File: config.mk
export PLATFORM = sky130hd
export DESIGN_NAME = dot_matrix_scan_capture
export DESIGN_NICKNAME = d
export VERILOG_FILES = /design/src/rtl/dot_matrix_pkg.sv /design/src/rtl/dot_matrix_row_merge.sv /design/src/rtl/dot_matrix_scan_capture.sv
export SDC_FILE = /design/constraint.sdc
export NUM_CORES = 1
export LEC_CHECK = 0
export CAP_MARGIN = 20
export CORE_MARGIN = 2
export CORE_UTILIZATION = 40
export CTS_CLUSTER_SIZE = 24
export DETAILED_ROUTE_END_ITERATION = 10
export PLACE_DENSITY = 0.69
export SYNTH_ARGS = -nofsm -noshare
export SYNTH_HDL_FRONTEND = slang
export SYNTH_SLANG_ARGS = --single-unit
File: constraint.sdc
create_clock -name clock -period 2.7 [get_ports clock]
set_input_delay 0.54 -clock clock [delete_from_list [all_inputs] [get_ports clock]]
set_output_delay 0.54 -clock clock [all_outputs]
set_load 0.01 [all_outputs]
File: src/rtl/dot_matrix_pkg.sv
// Shared types and helpers for the 8x8 dot-matrix scan capture block.
package dot_matrix_pkg;
  localparam int ROWS = 8;
  localparam int COLS = 8;

  typedef logic [COLS-1:0]      row_word_t;
  typedef logic [ROWS*COLS-1:0] frame_t;

  typedef enum logic {
    HUNT,
    COLLECT
  } scan_state_t;

  function automatic row_word_t row_slice(input frame_t f, input int r);
    return f[r*COLS +: COLS];
  endfunction
endpackage

File: src/rtl/dot_matrix_row_merge.sv
// OR-merges one scan sample into the row buffer; dot_row is active-low, bit 7 = row 0.
module dot_matrix_row_merge
  import dot_matrix_pkg::*;
(
  input  frame_t    row_buf,
  input  row_word_t dot_row,
  input  row_word_t dot_col,
  output frame_t    row_buf_next
);

  always_comb begin
    row_buf_next = row_buf;
    for (int r = 0; r < ROWS; r++) begin
      if (!dot_row[ROWS-1-r]) begin
        row_buf_next[r*COLS +: COLS] = row_slice(row_buf, r) | dot_col;
      end
    end
  end

endmodule

File: src/rtl/dot_matrix_scan_capture.sv
// Rebuilds 8x8 frames from a row-scanned dot-matrix interface and tracks scan lock.
//   state   | meaning
//   HUNT    | waiting for a start-of-frame sample (dot_row[7] low)
//   COLLECT | accumulating slots 0..7 of the current frame
module dot_matrix_scan_capture
  import dot_matrix_pkg::*;
#(
  parameter int SLOTS           = 8,
  parameter int DEBOUNCE_FRAMES = 2
) (
  input  logic        clock,
  input  logic        reset,
  input  logic        sample_en,
  input  logic [7:0]  dot_row,
  input  logic [7:0]  dot_col,
  output logic [63:0] frame,
  output logic        frame_valid,
  output logic        frame_changed,
  output logic        sync_err,
  output logic        locked
);

  localparam int        CW        = $clog2(DEBOUNCE_FRAMES + 1);
  localparam logic [2:0] LAST_SLOT = 3'(SLOTS - 1);

  scan_state_t   state_q, state_d;
  logic [2:0]    slot_q, slot_d;
  frame_t        buf_q, buf_d;
  frame_t        frame_q, frame_d;
  logic [CW-1:0] clean_q, clean_d;
  logic          fv_q, fv_d;
  logic          fc_q, fc_d;
  logic          se_q, se_d;

  logic   sof;
  frame_t merge_base;
  frame_t merged;

  // An SOF always starts a fresh buffer, whichever slot it lands on.
  assign sof        = ~dot_row[ROWS-1];
  assign merge_base = sof ? '0 : buf_q;

  dot_matrix_row_merge u_row_merge (
    .row_buf      (merge_base),
    .dot_row      (dot_row),
    .dot_col      (dot_col),
    .row_buf_next (merged)
  );

  always_ff @(posedge clock) begin
    if (reset) begin
      state_q <= HUNT;
      slot_q  <= '0;
      buf_q   <= '0;
      frame_q <= '0;
      clean_q <= '0;
      fv_q    <= 1'b0;
      fc_q    <= 1'b0;
      se_q    <= 1'b0;
    end else begin
      state_q <= state_d;
      slot_q  <= slot_d;
      buf_q   <= buf_d;
      frame_q <= frame_d;
      clean_q <= clean_d;
      fv_q    <= fv_d;
      fc_q    <= fc_d;
      se_q    <= se_d;
    end
  end

  always_comb begin
    state_d = state_q;
    slot_d  = slot_q;
    buf_d   = buf_q;
    frame_d = frame_q;
    clean_d = clean_q;
    fv_d    = 1'b0;
    fc_d    = 1'b0;
    se_d    = 1'b0;
    if (sample_en) begin
      case (state_q)
        HUNT: begin
          if (sof) begin
            buf_d   = merged;
            slot_d  = 3'd1;
            state_d = COLLECT;
          end
        end
        COLLECT: begin
          if (slot_q == 3'd0 && !sof) begin
            se_d    = 1'b1;
            clean_d = '0;
            slot_d  = 3'd0;
            state_d = HUNT;
          end else if (sof) begin
            // SOF at slots 1..7 (including a frame-completing slot) is a resync.
            if (slot_q != 3'd0) begin
              se_d    = 1'b1;
              clean_d = '0;
            end
            buf_d  = merged;
            slot_d = 3'd1;
          end else if (slot_q == LAST_SLOT) begin
            buf_d   = merged;
            frame_d = merged;
            fv_d    = 1'b1;
            fc_d    = (merged != frame_q);
            slot_d  = 3'd0;
            if (clean_q != CW'(DEBOUNCE_FRAMES)) clean_d = clean_q + 1'b1;
          end else begin
            buf_d  = merged;
            slot_d = slot_q + 3'd1;
          end
        end
        default: state_d = HUNT;
      endcase
    end
  end

  always_comb begin
    frame         = frame_q;
    frame_valid   = fv_q;
    frame_changed = fc_q;
    sync_err      = se_q;
    locked        = (clean_q == CW'(DEBOUNCE_FRAMES));
  end

endmodule

==> out/qor.txt <==
Outcome -> completed
# clock sinks -> 137
Die height -> 130 microns
Post-synth cell types -> 27
WHS Path Cells -> 2
Hold slack -> 0.497 ns
Syn_nets -> 764
Routed vias/inst -> 5.37
I/O pins -> 87
TritonCTS clock tree -> built
Post-CTS Setup Repair Bufs -> 0
Slew @ Worst Pin -> 0.697 ns
Synth top area cells -> dfxtp_1 44%, a211oi_1 14%, nor2_1 8.3%
Post-synthesis cell area -> 6300 sq um
Commonest cells after routing, fill and taps aside -> 139 x nor2_1, 137 x dfxtp_1, 121 x a211oi_1, 84 x clkdlybuf4s50_1, 39 x buf_4
Crit-path max FO -> 41
Routed wl met2 -> 8090 microns
Slew Limit Fails -> 0
DP HPWL -> 12500 microns
Top sig layer -> met4
Max-cap violations -> 0
Slowest CP cell -> dfxtp_1
Commonest non-fill, non-tap cell in the layout -> nor2_1
Min-delay src -> buf_q[5]$_SDFFE_PP0P_
Port Buffer Count -> 86
Worst R2R Setup Slack -> 0.36 ns
Register area share after synthesis -> 43.5%
RSZ-0062 raised after global routing -> false
Die ar. -> 16800 sq um
Routed len/inst -> 17.0 microns
N_diodes -> 0
FF-to-FF Start -> slot_q[0]$_SDFFE_PP0P_
Critical path type -> reg2reg
Hold endpoint -> buf_q[5]$_SDFFE_PP0P_
Fraction of layout cells with a size suffix above 1 -> 10.1%
Gpl congestion -> 0.839
Number of core rows -> 45
Count of final hold-check violations -> 0
CTS clk-pin slew, worst paths -> 0.06 ns
Vias in the first global route -> 5203
Synth-to-layout area growth -> 32.0%
CP bufs+invs -> 2
Post-layout min period -> 2.34 ns
Rel. slew slack -> 53.5%
Core area -> 15300 sq um
Largest net degree at the start of global routing -> 89
Synth area leader -> dfxtp_1
Remaining antenna violation count -> 0
First-pass GRT wire length -> 28700 microns
CTS Buf Count -> 17
Total Wirelength -> 18000 microns
Setup-failing EPs final -> 0
Pwr/cell area -> 623 nW/um^2
Post-cts resize count -> 0
Fmax -> 0.427 GHz
#FFs+latches synth -> 137
Crit-path cells -> inv_1, ha_1, nor2b_1, ha_1, nand2b_1, nor2_1, and2_4, buf_12, nor2_1, a211oi_1
Worst path top cell family by delay -> simple AND/OR/NAND/NOR gates
CTS root buf -> clkbuf_16
Avg Inst Size Synth -> 8.54 sq um
Hold Path Class -> reg2reg
Synth top area share -> 43.5%
Period utilisation layout -> 86.7%
Initial Util -> 41.2%
CP required -> 3.03 ns
Met3 routed WL -> 1050 microns
H-tree depth -> 4
RR Endpoint -> frame[48]$_SDFFE_PP0P_
Cells after synthesis -> 738
Die X -> 130 microns
Wl on met1 -> 8430 microns
Detailed-route via count -> 5705
Worst reg-to-reg path cell count -> 10
Layout Skew -> 0.00720 ns
Clk_lat worst skew -> 0.42 ns
Remaining Overflow, GRT -> 0
Iteration-0 DRC Markers -> 483
Nets@finish -> 864
Initial antenna violation count -> 0
Slowest Stage Delay on Critical Path -> 0.37 ns
CP arrival -> 2.67 ns
Placed cell areas -> 7700 sq um
P_leak -> 0.00308 uW
All-Layer GR Usage -> 22.3%
Max VDD drop -> 0.444 mV
Longest Clk Path Bufs -> 2
DRC -> 0
Setup crit start kind -> flip-flop
Synth warn -> 0
Drt pass-1 iters -> 6
CP endpoint kind -> flip-flop
Design Area, Final -> 8320 sq um
Post-CTS Hold Buffers -> 0
==> cells by family after synthesis <==
| family | count (synthesis) | synth area share (%) |
|---|---|---|
| buf+inv | 68 | 4.68 |
| simple gates | 284 | 21.4 |
| fa+ha+maj | 7 | 1.39 |
| xor+xnor | 38 | 5.28 |
| mux | 17 | 2.70 |
| flops | 137 | 43.5 |
| compound gates | 187 | 21.0 |
==> metal layers <==
layer / GRT usage (%) / vias up
li1: - / 2845
met4: 7.91 / 0
met1: 30.9 / 2649
met5: 0 / -
met3: 5.57 / 38
met2: 33.9 / 173
==> sequential cells by signal, indices dropped and copies added, names as in the netlist <==
signal,cells
slot_q,3
state_q,1
frame,64
clean_q,2
frame_changed,1
buf_q,64
frame_valid,1
sync_err,1
==> tightest hold or removal path, cell delays in order (launching register included) <==
cell     delay (ns)
dfxtp_1        0.33
mux2i_1        0.07
nor2_1         0.07
==> final cells by class <==
cell class	count	area, sq um
inverters	14	52.6
well taps	211	264
multi-input cells	533	3280
clock buffers	19	453
repair buffers	135	1360
clock inverters	13	168
flip-flops and latches	137	2740
fillers	1408	7000
==> power by group <==
group          switching [uW]  leakage, uW  internal, uW
clock network             928     0.000289          1510
registers                39.4      0.00112          2100
logic                     352      0.00167           256
total                    1320      0.00308          3860
==> how the worst max path moves through the flow <==
stage / from / slack, ns / to / cells past startpoint
final: slot_q[0]$_SDFFE_PP0P_ / 0.36 / frame[48]$_SDFFE_PP0P_ / 10
after global routing: dot_col[0] / 0.15 / frame_changed$_SDFF_PP0_ / 7
after CTS: slot_q[0]$_SDFFE_PP0P_ / 0.37 / frame[25]$_SDFFE_PP0P_ / 10
after detailed placement: dot_col[3] / -0.02 / frame_changed$_SDFF_PP0_ / 8
after global placement: dot_col[7] / -0.06 / frame_changed$_SDFF_PP0_ / 7
after floorplan: slot_q[0]$_SDFFE_PP0P_ / 0.63 / frame[21]$_SDFFE_PP0P_ / 10
==> through the flow <==
step | setup TNS [ns] | utilization (%) | setup WS, ns | power, uW | std cells
after global routing | 0 | 54.3 | 0.153 | 5360 | 1062
after CTS | 0 | 54.3 | 0.366 | 5200 | 1062
final | 0 | 54.3 | 0.359 | 5180 | 1062
after detailed placement | -0.0183 | 50.3 | -0.0183 | 2780 | 1030
after global placement | -0.0599 | 50.3 | -0.0599 | 2770 | 1030
after floorplan | 0 | - | 0.629 | 2550 | 738
==> synthesized netlist by cell type, drive strengths merged <==
master  count
ha          7
mux2i      17
nand2      28
a21oi      31
nor3b       1
clkbuf     28
nor2      139
nand2b     29
a31oi       1
buf        26
nand4      12
o21ai       2
inv        14
and2       28
a211oi    121
xor2       32
nor4       13
nor2b       1
nor3        7
a22oi      32
dfxtp     137
and3       26
xnor2       6
Power figures use the tool's default switching activity.
